## config.mk

```make
export PLATFORM = sky130hd
export DESIGN_NAME = thread_scheduler_flat
export DESIGN_NICKNAME = d
export VERILOG_FILES = /design/src/rtl/thread_scheduler_if.sv /design/src/rtl/thread_scheduler.sv /design/src/flat_wrapper.sv
export SDC_FILE = /design/constraint.sdc
export NUM_CORES = 1
export LEC_CHECK = 0
export CORE_ASPECT_RATIO = 1.75
export CORE_MARGIN = 4
export CORE_UTILIZATION = 58
export CTS_CLUSTER_DIAMETER = 200
export CTS_CLUSTER_SIZE = 28
export DETAILED_ROUTE_END_ITERATION = 16
export PLACE_DENSITY = 0.8
export SLEW_MARGIN = 40
export SYNTH_ARGS = -nofsm -noshare
export SYNTH_HDL_FRONTEND = slang
export SYNTH_SLANG_ARGS = --single-unit
```

## constraint.sdc

```tcl
create_clock -name clk -period 3 [get_ports clk]
set_input_delay 0.45 -clock clk [delete_from_list [all_inputs] [get_ports clk]]
set_output_delay 0.45 -clock clk [all_outputs]
set_load 0.03 [all_outputs]
```

## src/rtl/thread_scheduler_if.sv

```systemverilog
// Control/issue bundle between the control registers, the scheduler and the IP file.
// The master drives start/halt/wait/hold; the slave (scheduler) returns the issue slot and run state.
interface thread_scheduler_if #(
  parameter int unsigned WAIT_W = 8
);
  logic              start_valid;
  logic [3:0]        start_mask;
  logic              halt_valid;
  logic [1:0]        halt_tid;
  logic              wait_valid;
  logic [1:0]        wait_tid;
  logic [WAIT_W-1:0] wait_cycles;
  logic              hold;
  logic [1:0]        tid;
  logic              en;
  logic [7:0]        thr_state;
  logic              all_idle;

  modport master (
    output start_valid, start_mask, halt_valid, halt_tid,
    output wait_valid, wait_tid, wait_cycles, hold,
    input  tid, en, thr_state, all_idle
  );

  modport slave (
    input  start_valid, start_mask, halt_valid, halt_tid,
    input  wait_valid, wait_tid, wait_cycles, hold,
    output tid, en, thr_state, all_idle
  );
endinterface

```

## src/rtl/thread_scheduler.sv

```systemverilog
// Barrel-CPU issue scheduler: picks one of 4 threads per cycle, round robin from rr_ptr,
// honouring per-thread run/wait state and a minimum re-issue gap.
module thread_scheduler #(
  parameter int unsigned MIN_GAP = 4,
  parameter int unsigned WAIT_W  = 8
) (
  input logic               clk,
  input logic               rst_n,
  thread_scheduler_if.slave bus
);

  localparam int unsigned NTHR  = 4;
  localparam int unsigned TID_W = 2;
  localparam int unsigned GAP_W = 4;

  typedef enum logic [1:0] {
    ST_IDLE = 2'b00,
    ST_RUN  = 2'b01,
    ST_WAIT = 2'b10
  } thr_st_e;

  thr_st_e            state_q [NTHR];
  thr_st_e            state_d [NTHR];
  logic [WAIT_W-1:0]  wcnt_q  [NTHR];
  logic [WAIT_W-1:0]  wcnt_d  [NTHR];
  logic [GAP_W-1:0]   gap_q   [NTHR];
  logic [GAP_W-1:0]   gap_d   [NTHR];
  logic [TID_W-1:0]   rr_q, rr_d;
  logic [TID_W-1:0]   tid_q, tid_d;
  logic               en_q, en_d;

  logic [NTHR-1:0]    halt_hit;
  logic [NTHR-1:0]    wait_hit;
  logic [NTHR-1:0]    elig;
  logic [TID_W-1:0]   cand;
  logic [TID_W-1:0]   sel;
  logic               found;

  // State register: thread FSMs, wait/gap counters, round-robin pointer and issue slot
  always_ff @(posedge clk or negedge rst_n) begin
    if (!rst_n) begin
      for (int t = 0; t < NTHR; t++) begin
        state_q[t] <= ST_IDLE;
        wcnt_q[t]  <= '0;
        gap_q[t]   <= GAP_W'(MIN_GAP);
      end
      rr_q  <= '0;
      tid_q <= '0;
      en_q  <= 1'b0;
    end else begin
      for (int t = 0; t < NTHR; t++) begin
        state_q[t] <= state_d[t];
        wcnt_q[t]  <= wcnt_d[t];
        gap_q[t]   <= gap_d[t];
      end
      rr_q  <= rr_d;
      tid_q <= tid_d;
      en_q  <= en_d;
    end
  end

  // Next state: per-thread FSM (halt > wait > start), eligibility, selection, gap update
  always_comb begin
    for (int t = 0; t < NTHR; t++) begin
      state_d[t] = state_q[t];
      wcnt_d[t]  = wcnt_q[t];
      gap_d[t]   = gap_q[t];
    end
    rr_d     = rr_q;
    tid_d    = tid_q;
    en_d     = 1'b0;
    halt_hit = '0;
    wait_hit = '0;
    elig     = '0;
    cand     = '0;
    sel      = '0;
    found    = 1'b0;

    for (int t = 0; t < NTHR; t++) begin
      halt_hit[t] = bus.halt_valid && (bus.halt_tid == TID_W'(t));
      wait_hit[t] = bus.wait_valid && (bus.wait_tid == TID_W'(t));
      // A same-cycle halt or wait aimed at a thread suppresses its issue
      elig[t] = (state_q[t] == ST_RUN) && (gap_q[t] >= GAP_W'(MIN_GAP)) &&
                !halt_hit[t] && !wait_hit[t];

      if (halt_hit[t]) begin
        state_d[t] = ST_IDLE;
        wcnt_d[t]  = '0;
      end else if (wait_hit[t] && (state_q[t] != ST_IDLE) && (bus.wait_cycles != '0)) begin
        state_d[t] = ST_WAIT;
        wcnt_d[t]  = bus.wait_cycles;
      end else begin
        case (state_q[t])
          ST_IDLE: if (bus.start_valid && bus.start_mask[t]) state_d[t] = ST_RUN;
          ST_WAIT: begin
            wcnt_d[t] = wcnt_q[t] - WAIT_W'(1);
            if (wcnt_q[t] == WAIT_W'(1)) state_d[t] = ST_RUN;
          end
          default: ;
        endcase
      end
    end

    for (int i = 0; i < NTHR; i++) begin
      cand = rr_q + TID_W'(i);
      if (!found && elig[cand]) begin
        found = 1'b1;
        sel   = cand;
      end
    end

    // Hold freezes the issue slot, pointer and gaps; FSMs above still advance
    if (!bus.hold) begin
      for (int t = 0; t < NTHR; t++) begin
        if (gap_q[t] < GAP_W'(MIN_GAP)) gap_d[t] = gap_q[t] + GAP_W'(1);
      end
      if (found) begin
        tid_d      = sel;
        en_d       = 1'b1;
        rr_d       = sel + TID_W'(1);
        gap_d[sel] = GAP_W'(1);
      end
    end
  end

  assign bus.tid       = tid_q;
  assign bus.en        = en_q;
  assign bus.thr_state = {state_q[3], state_q[2], state_q[1], state_q[0]};
  assign bus.all_idle  = (state_q[0] == ST_IDLE) && (state_q[1] == ST_IDLE) &&
                         (state_q[2] == ST_IDLE) && (state_q[3] == ST_IDLE);

endmodule

```

## src/flat_wrapper.sv

```systemverilog
// flat-port wrapper written by rule: the top's interface ports become plain ports
module thread_scheduler_flat 
#(
  parameter int unsigned MIN_GAP = 4,
  parameter int unsigned WAIT_W  = 8
)
  (clk, rst_n, bus_start_valid, bus_start_mask, bus_halt_valid, bus_halt_tid, bus_wait_valid, bus_wait_tid, bus_wait_cycles, bus_hold, bus_tid, bus_en, bus_thr_state, bus_all_idle);
  thread_scheduler_if #(.WAIT_W(WAIT_W)) bus_i ();
  input logic clk;
  input logic rst_n;
  input wire logic [$bits(bus_i.start_valid)-1:0] bus_start_valid;
  input wire logic [$bits(bus_i.start_mask)-1:0] bus_start_mask;
  input wire logic [$bits(bus_i.halt_valid)-1:0] bus_halt_valid;
  input wire logic [$bits(bus_i.halt_tid)-1:0] bus_halt_tid;
  input wire logic [$bits(bus_i.wait_valid)-1:0] bus_wait_valid;
  input wire logic [$bits(bus_i.wait_tid)-1:0] bus_wait_tid;
  input wire logic [$bits(bus_i.wait_cycles)-1:0] bus_wait_cycles;
  input wire logic [$bits(bus_i.hold)-1:0] bus_hold;
  output wire logic [$bits(bus_i.tid)-1:0] bus_tid;
  output wire logic [$bits(bus_i.en)-1:0] bus_en;
  output wire logic [$bits(bus_i.thr_state)-1:0] bus_thr_state;
  output wire logic [$bits(bus_i.all_idle)-1:0] bus_all_idle;
  assign bus_i.start_valid = bus_start_valid;
  assign bus_i.start_mask = bus_start_mask;
  assign bus_i.halt_valid = bus_halt_valid;
  assign bus_i.halt_tid = bus_halt_tid;
  assign bus_i.wait_valid = bus_wait_valid;
  assign bus_i.wait_tid = bus_wait_tid;
  assign bus_i.wait_cycles = bus_wait_cycles;
  assign bus_i.hold = bus_hold;
  assign bus_tid = bus_i.tid;
  assign bus_en = bus_i.en;
  assign bus_thr_state = bus_i.thr_state;
  assign bus_all_idle = bus_i.all_idle;
  thread_scheduler #(.MIN_GAP(MIN_GAP), .WAIT_W(WAIT_W)) u_core (.clk(clk), .rst_n(rst_n), .bus(bus_i));
endmodule
```

## Word-level counts from Yosys, hierarchy flattened

Cells that the tools add are included.

| storage, ports and cells | value |
|---|---|
| register bits | 61 |
| word-level logic and storage cells | 207 |
| input bits | 22 |
| output and inout bits | 12 |

| operators by class | value |
|---|---|
| bitwise gates (word level) | 5 |
| mux-type cells | 61 |
| $lt $le $gt $ge | 14 |
| reductions and logical operators | 74 |
| equal/unequal tests | 26 |
| add/sub/neg operators | 12 |

Operators with widths:

| kind | count |
|---|---|
| 8-bit 2-to-1 mux | 12 |
| 2-bit 2-to-1 mux | 20 |
| 1-bit logical AND | 39 |
| 4-bit 2-to-1 mux | 9 |
| 8-bit by 1-bit equality test with 1-bit output (second input constant) | 4 |
| 4-bit by 1-bit inequality test with 1-bit output (second input constant) | 8 |
| 8-bit by 1-bit subtractor with 8-bit output (second input constant) | 4 |
| 4-bit by 1-bit adder with 4-bit output (second input constant) | 4 |
| 2-bit equality test (second input constant) | 8 |
| 4-bit by 3-bit greater-or-equal comparator with 1-bit output (second input constant) | 4 |
| 4-bit by 3-bit less-than comparator with 1-bit output (second input constant) | 4 |
| 16-bit 2-to-1 mux | 1 |
| 2-bit case mux with 2 select lines | 4 |
| 4-bit nonzero test | 4 |
| 12-bit bitwise AND | 1 |
| 2-bit by 1-bit equality test with 1-bit output (second input constant) | 6 |
| 2-bit zero test | 6 |
| 2-bit by 3-bit less-than comparator with 1-bit output (second input constant) | 4 |
| 12-bit NOT | 1 |
| 3-bit AND reduction | 4 |
| 3-bit nonzero test | 4 |
| 1-bit zero test | 11 |
| 1-bit 2-to-1 mux | 10 |
| 1-bit binary-select mux with 2-bit select | 4 |
| 11 further kinds | 16 |

## Depth between registers and ports, before layout

Gate-level depths: netlist of the first run.

| logic depth | value |
|---|---|
| depth in word-level cells | 25 |
| mapped depth | 9 |
| gate-level depth less buffers | 8 |

## Worst setup path before layout of the first run

OpenSTA, ideal clock, no wires.

| path | value |
|---|---|
| path kind | reg-to-reg |
| start point | register u_core.state_q, in the netlist u_core.bus.thr_state[5] |
| end point | register u_core.rr_q[1] |
| path slack | 530 ps |
| path buffers | 0 |
| period minus slack after synthesis | 2,470 ps |
| arrival | 2,343 ps |
| setup time | 127 ps |
| cell stages (with the launch flop) | 7 |
| cells stage by stage | dfrtp_1 nand2b_1 or4b_4 o311a_1 and3_1 ha_1 mux2_1 |

| between the ends | value |
|---|---|
| longest elaborated chain between the ends | 17 |

Ends and longest elaborated chain:

| element | RTL line | RTL |
|---|---|---|
| from (decl) | thread_scheduler.sv:22 | `thr_st_e state_q [NTHR];` |
| from (signal, indexed assignment) | thread_scheduler.sv:52 | `state_q[t] <= state_d[t];` |
| 2-bit by 1-bit equality test with 1-bit output * | thread_scheduler.sv:83 | `elig[t] = (state_q[t] == ST_RUN) && (gap_q[t] >= GAP_W'(MIN_GAP)) &&` |
| 1-bit logical AND * (2 in series) | thread_scheduler.sv:83 |  |
| 1-bit logical AND * | thread_scheduler.sv:84 | `!halt_hit[t] && !wait_hit[t];` |
| 1-bit binary-select mux with 2-bit select | thread_scheduler.sv:106 | `if (!found && elig[cand]) begin` |
| 1-bit 2-to-1 mux (not written as such) | thread_scheduler.sv:106 |  |
| 1-bit 2-to-1 mux | thread_scheduler.sv:106 |  |
| 1-bit zero test | thread_scheduler.sv:106 |  |
| 1-bit logical AND | thread_scheduler.sv:106 |  |
| 1-bit 2-to-1 mux | thread_scheduler.sv:106 |  |
| 1-bit zero test | thread_scheduler.sv:106 |  |
| 1-bit logical AND | thread_scheduler.sv:106 |  |
| 1-bit 2-to-1 mux | thread_scheduler.sv:106 |  |
| 1-bit zero test | thread_scheduler.sv:106 |  |
| 1-bit logical AND | thread_scheduler.sv:106 |  |
| 2-bit 2-to-1 mux * | thread_scheduler.sv:106 |  |
| via u_core.sel[0] | thread_scheduler.sv:36 | `logic [TID_W-1:0] sel;` |
| 2-bit by 1-bit adder with 2-bit output * | thread_scheduler.sv:120 | `rr_d = sel + TID_W'(1);` |
| to (signal assigned) | thread_scheduler.sv:56 | `rr_q <= rr_d;` |
| to (decl) | thread_scheduler.sv:28 | `logic [TID_W-1:0] rr_q, rr_d;` |

Mark *: on every way through the listed nets, which the timed path passes. The rest lies on a longest branch. The select of a mux whose other input is x is not followed.
A chain may end at the register's enable or synchronous reset.

## Worst setup path in the final report of the first run

| path | value |
|---|---|
| start point | input port bus_halt_valid |
| end point | register u_core.rr_q[1] |

| between the ends | value |
|---|---|
| longest elaborated chain between the ends | 17 |

Ends and longest elaborated chain:

| element | RTL line | RTL |
|---|---|---|
| from (decl) | flat_wrapper.sv:13 | `input wire logic [$bits(bus_i.halt_valid)-1:0] bus_halt_valid;` |
| 1-bit logical AND | thread_scheduler.sv:80 | `halt_hit[t] = bus.halt_valid && (bus.halt_tid == TID_W'(t));` |
| 1-bit zero test | thread_scheduler.sv:84 |  |
| 1-bit logical AND | thread_scheduler.sv:83 |  |
| 1-bit logical AND | thread_scheduler.sv:84 |  |
| 1-bit binary-select mux with 2-bit select | thread_scheduler.sv:106 |  |
| 1-bit 2-to-1 mux (not written as such) | thread_scheduler.sv:106 |  |
| 1-bit 2-to-1 mux | thread_scheduler.sv:106 |  |
| 1-bit zero test | thread_scheduler.sv:106 |  |
| (+2 left out) | - |  |
| 1-bit zero test | thread_scheduler.sv:106 |  |
| 1-bit logical AND | thread_scheduler.sv:106 |  |
| 1-bit 2-to-1 mux | thread_scheduler.sv:106 |  |
| 1-bit zero test | thread_scheduler.sv:106 |  |
| 1-bit logical AND | thread_scheduler.sv:106 |  |
| 2-bit 2-to-1 mux * | thread_scheduler.sv:106 |  |
| via u_core.sel[0] | thread_scheduler.sv:36 |  |
| 2-bit by 1-bit adder with 2-bit output * | thread_scheduler.sv:120 |  |

Marks and branches as above.

==> results.sh, run 1 <==
export IMPL_status="complete, no violations"
export IMPL_slowest_delay_ns=0.53
export IMPL_viasPerCell=6.04
export IMPL_cp_slowest_cell="or4b_4"
export IMPL_grt_pass1_wl_um=15500
export IMPL_synth_cells=402
export IMPL_setup_slack_ns=0.382
export IMPL_maxCapViolCount=0
export IMPL_synth_simple_area_share_pct=24.5
export IMPL_maxSlewViolCount=0
export IMPL_skew_ns=0.00417
export IMPL_period_minus_slack_ns=2.62
export IMPL_path_class="in2reg"
export IMPL_synth_xor_area_share_pct=5.59
export IMPL_rsz0062_at_grt="false"
export IMPL_synth_compound_area_share_pct=17.2
export IMPL_cpLargestDelayFamily="simple AND/OR/NAND/NOR gates"
export IMPL_clkLatencyLatePin_ns=0.35
export IMPL_drt_initial_drc_count=262
export IMPL_hold_violations=0
export IMPL_final_net_count=497
export IMPL_io_pins=34
export IMPL_clockBufferDepth=2
export IMPL_dpl_cell_count=526
export IMPL_synthArstFlopShare_pct=100
export IMPL_dpl_cell_area_um2=4290
export IMPL_crit_buf_inv=1
export IMPL_slew_headroom_pct=60.3
export IMPL_yosysMostFrequentCell="nor2_1"
export IMPL_synth_area_leader_cell="dfrtp_1"
export IMPL_synth_area_mux_share_pct=1.36
export IMPL_wl_per_cell_um=17.1
export IMPL_path_cells="clkdlybuf4s50_1 -> and3b_1 -> or4b_4 -> o311a_1 -> and3_1 -> ha_1 -> mux2_1"
export IMPL_synth_main_ff_cell="dfrtp_1"
export IMPL_antenna_found_initial=0
export IMPL_holdWs_ns=0.0999
export IMPL_final_cell_area_um2=4460
export IMPL_synthAdderAreaFrac_pct=5.98
export IMPL_worstPathMaxFanout=6
export IMPL_routed_wl_um=9260
export IMPL_ys_seq_area_share_pct=40.7
export IMPL_p_total_mw=4.19
export IMPL_grt_pass1_vias=3358
export IMPL_fmax_mhz=382
export IMPL_finalSetupTns_ns=0
export IMPL_fin_util_pct=71.1
export IMPL_path_clk_slew_ns=0.06
export IMPL_fillCellCount=504
export IMPL_critPathCaptureType="register"
export IMPL_synth_area_top_cells="dfrtp_1 (38%), nor2_1 (6.1%), ha_1 (6.0%)"
export IMPL_syn_area_per_cell_um2=9.36
export IMPL_crit_path_start_kind="input port"
export IMPL_finalCritPeriodShare_pct=87.3
export IMPL_grt_start_max_net_pins=46
export IMPL_first_pass_iters=4
export IMPL_finalSetupViolCount=0
export IMPL_io_buffer_count=33
export IMPL_worst_ep_arrival_time_ns=2.85
export IMPL_dpl_hpwl_um=7010
export IMPL_pre_cts_ws_ns=0.0607
export IMPL_place_congestion=0.861
export IMPL_synth_area_um2=3760
export IMPL_vdd_drop_max_v=0.000635
export IMPL_post_cts_resized=0
export IMPL_synth_top_area_share_pct=37.9
export IMPL_synth_seq_cells=61
export IMPL_dieArea_um2=7890
export IMPL_pwr_density_cell_nw_per_um2=938
export IMPL_areaGrowthSynthToFinish_pct=18.6
export IMPL_drive_above_1_share_pct=13.7
export IMPL_clock_sinks=61
export IMPL_rows=38
export IMPL_antenna_cells=0
export IMPL_synth_distinct_cells=60
export IMPL_core_area_um2=6280
export IMPL_layout_cells_non_filler=541
export IMPL_htree_levels=3
export IMPL_required_ns=3.23
export IMPL_vias=3268
export IMPL_post_cts_repair_setup_buffers=0
export IMPL_track_usage_pct=26.6
export IMPL_overflow=0
export IMPL_ys_top_cells_by_count="nor2_1 (61), dfrtp_1 (57), nand2_1 (29)"
export IMPL_cts_tree="done"
export IMPL_tightestPinTransition_ns=0.595
export IMPL_synth_top_family_by_area="simple AND/OR/NAND/NOR gates"
export IMPL_die_y_um=115
export IMPL_drc=0
export IMPL_dieWidth_um=68.9
export IMPL_cts_made_buffers=9
export IMPL_hold_buffers=0
export IMPL_synth_edf_count=0
export IMPL_final_antenna_net_count=0
export IMPL_start_util_pct=60.0
export IMPL_hold_path_class="in2async"
export IMPL_yosysWarnings=0
export IMPL_syn_nets=442
export IMPL_root_buffer="clkbuf_8"
export IMPL_p_leak_nw=1.93
## worst paths after layout
path	startpoint	end	slack, ns	depth (start not counted)
setup / recovery	bus_halt_valid	u_core.rr_q[1]$_DFFE_PN0P_	0.38	7
min in group clk	u_core.gap_q[7]$_DFFE_PN0N_	u_core.gap_q[7]$_DFFE_PN0N_	0.53	2
max in group asynchronous	rst_n	u_core.wcnt_q[13]$_DFFE_PN0P_	2.25	2
hold reg to reg	u_core.gap_q[7]$_DFFE_PN0N_	u_core.gap_q[7]$_DFFE_PN0N_	0.53	2
hold / removal	rst_n	u_core.gap_q[12]$_DFFE_PN0N_	0.1	1
setup reg to reg	u_core.gap_q[6]$_DFFE_PN1N_	u_core.rr_q[1]$_DFFE_PN0P_	0.54	6
## worst reg2reg max path: cells and delay by family (launching register included)
| family | cells | cell delay, ns |
|---|---|---|
| multiplexers | 1 | 0.28 |
| adder cells (fa/ha/maj) | 1 | 0.30 |
| flip-flops | 1 | 0.53 |
| AND/OR/NAND/NOR | 3 | 0.91 |
| AO/OA/AOI/OAI | 1 | 0.33 |
## kinds of logic after synthesis
| kind of cell | Yosys count |
|---|---|
| flip-flops | 61 |
| AND/OR/NAND/NOR | 176 |
| XOR/XNOR | 24 |
| multiplexers | 5 |
| adder cells (fa/ha/maj) | 18 |
| AO/OA/AOI/OAI | 84 |
| buffers and inverters | 34 |
## state kept, by name, indices dropped and copies added, names as in the netlist
register and cells:
u_core.bus.tid 2, u_core.wcnt_q 32, u_core.bus.thr_state 8, u_core.bus.en 1, u_core.gap_q 16, u_core.rr_q 2
## layout make-up
type | instances | area [um^2] | share of cell area, %
Multi-Input combinational cell | 307 | 2060 | 46.1
Sequential cell | 61 | 1530 | 34.3
Timing Repair Buffer | 60 | 531 | 11.9
Clock buffer | 14 | 173 | 3.87
Tap cell | 80 | 100 | 2.24
Inverter | 18 | 67.6 | 1.51
Clock inverter | 1 | 5.00 | 0.112
## cells in the final DEF, fill, tap and decap left out, types with 17 or more instances in the layout
cell type | netlist | final
inv_1 | 18 | 18
clkdlybuf4s50_1 | 0 | 32
dfrtp_1 | 57 | 57
nand2_1 | 29 | 29
ha_1 | 18 | 18
a211oi_1 | 18 | 18
a21oi_1 | 21 | 21
nor2_1 | 61 | 61
xnor2_1 | 17 | 17
buf_4 | 4 | 28
nor3_1 | 18 | 18
## power breakdown
part / switching (mW) / internal, mW
combinational: 1.02 / 0.939
sequential: 0.361 / 1.20
clock: 0.308 / 0.362
## layer usage
layer / track usage, % / share of wire, % / up-vias
met1: 30.0 / 39 / 1592
met3: 5.70 / 4.8 / 28
met2: 46.2 / 53 / 98
met5: 0 / 0 / -
met4: 11.8 / 3.5 / 0
li1: - / - / 1550
No activity file was read; power rests on OpenSTA's default activity.
==> run 2: changes to the inputs <==
CTS_CLUSTER_DIAMETER = unset   (was 200)
==> results of run 2 <==
Final layout, timing and power as in run 1 (identical DEF).
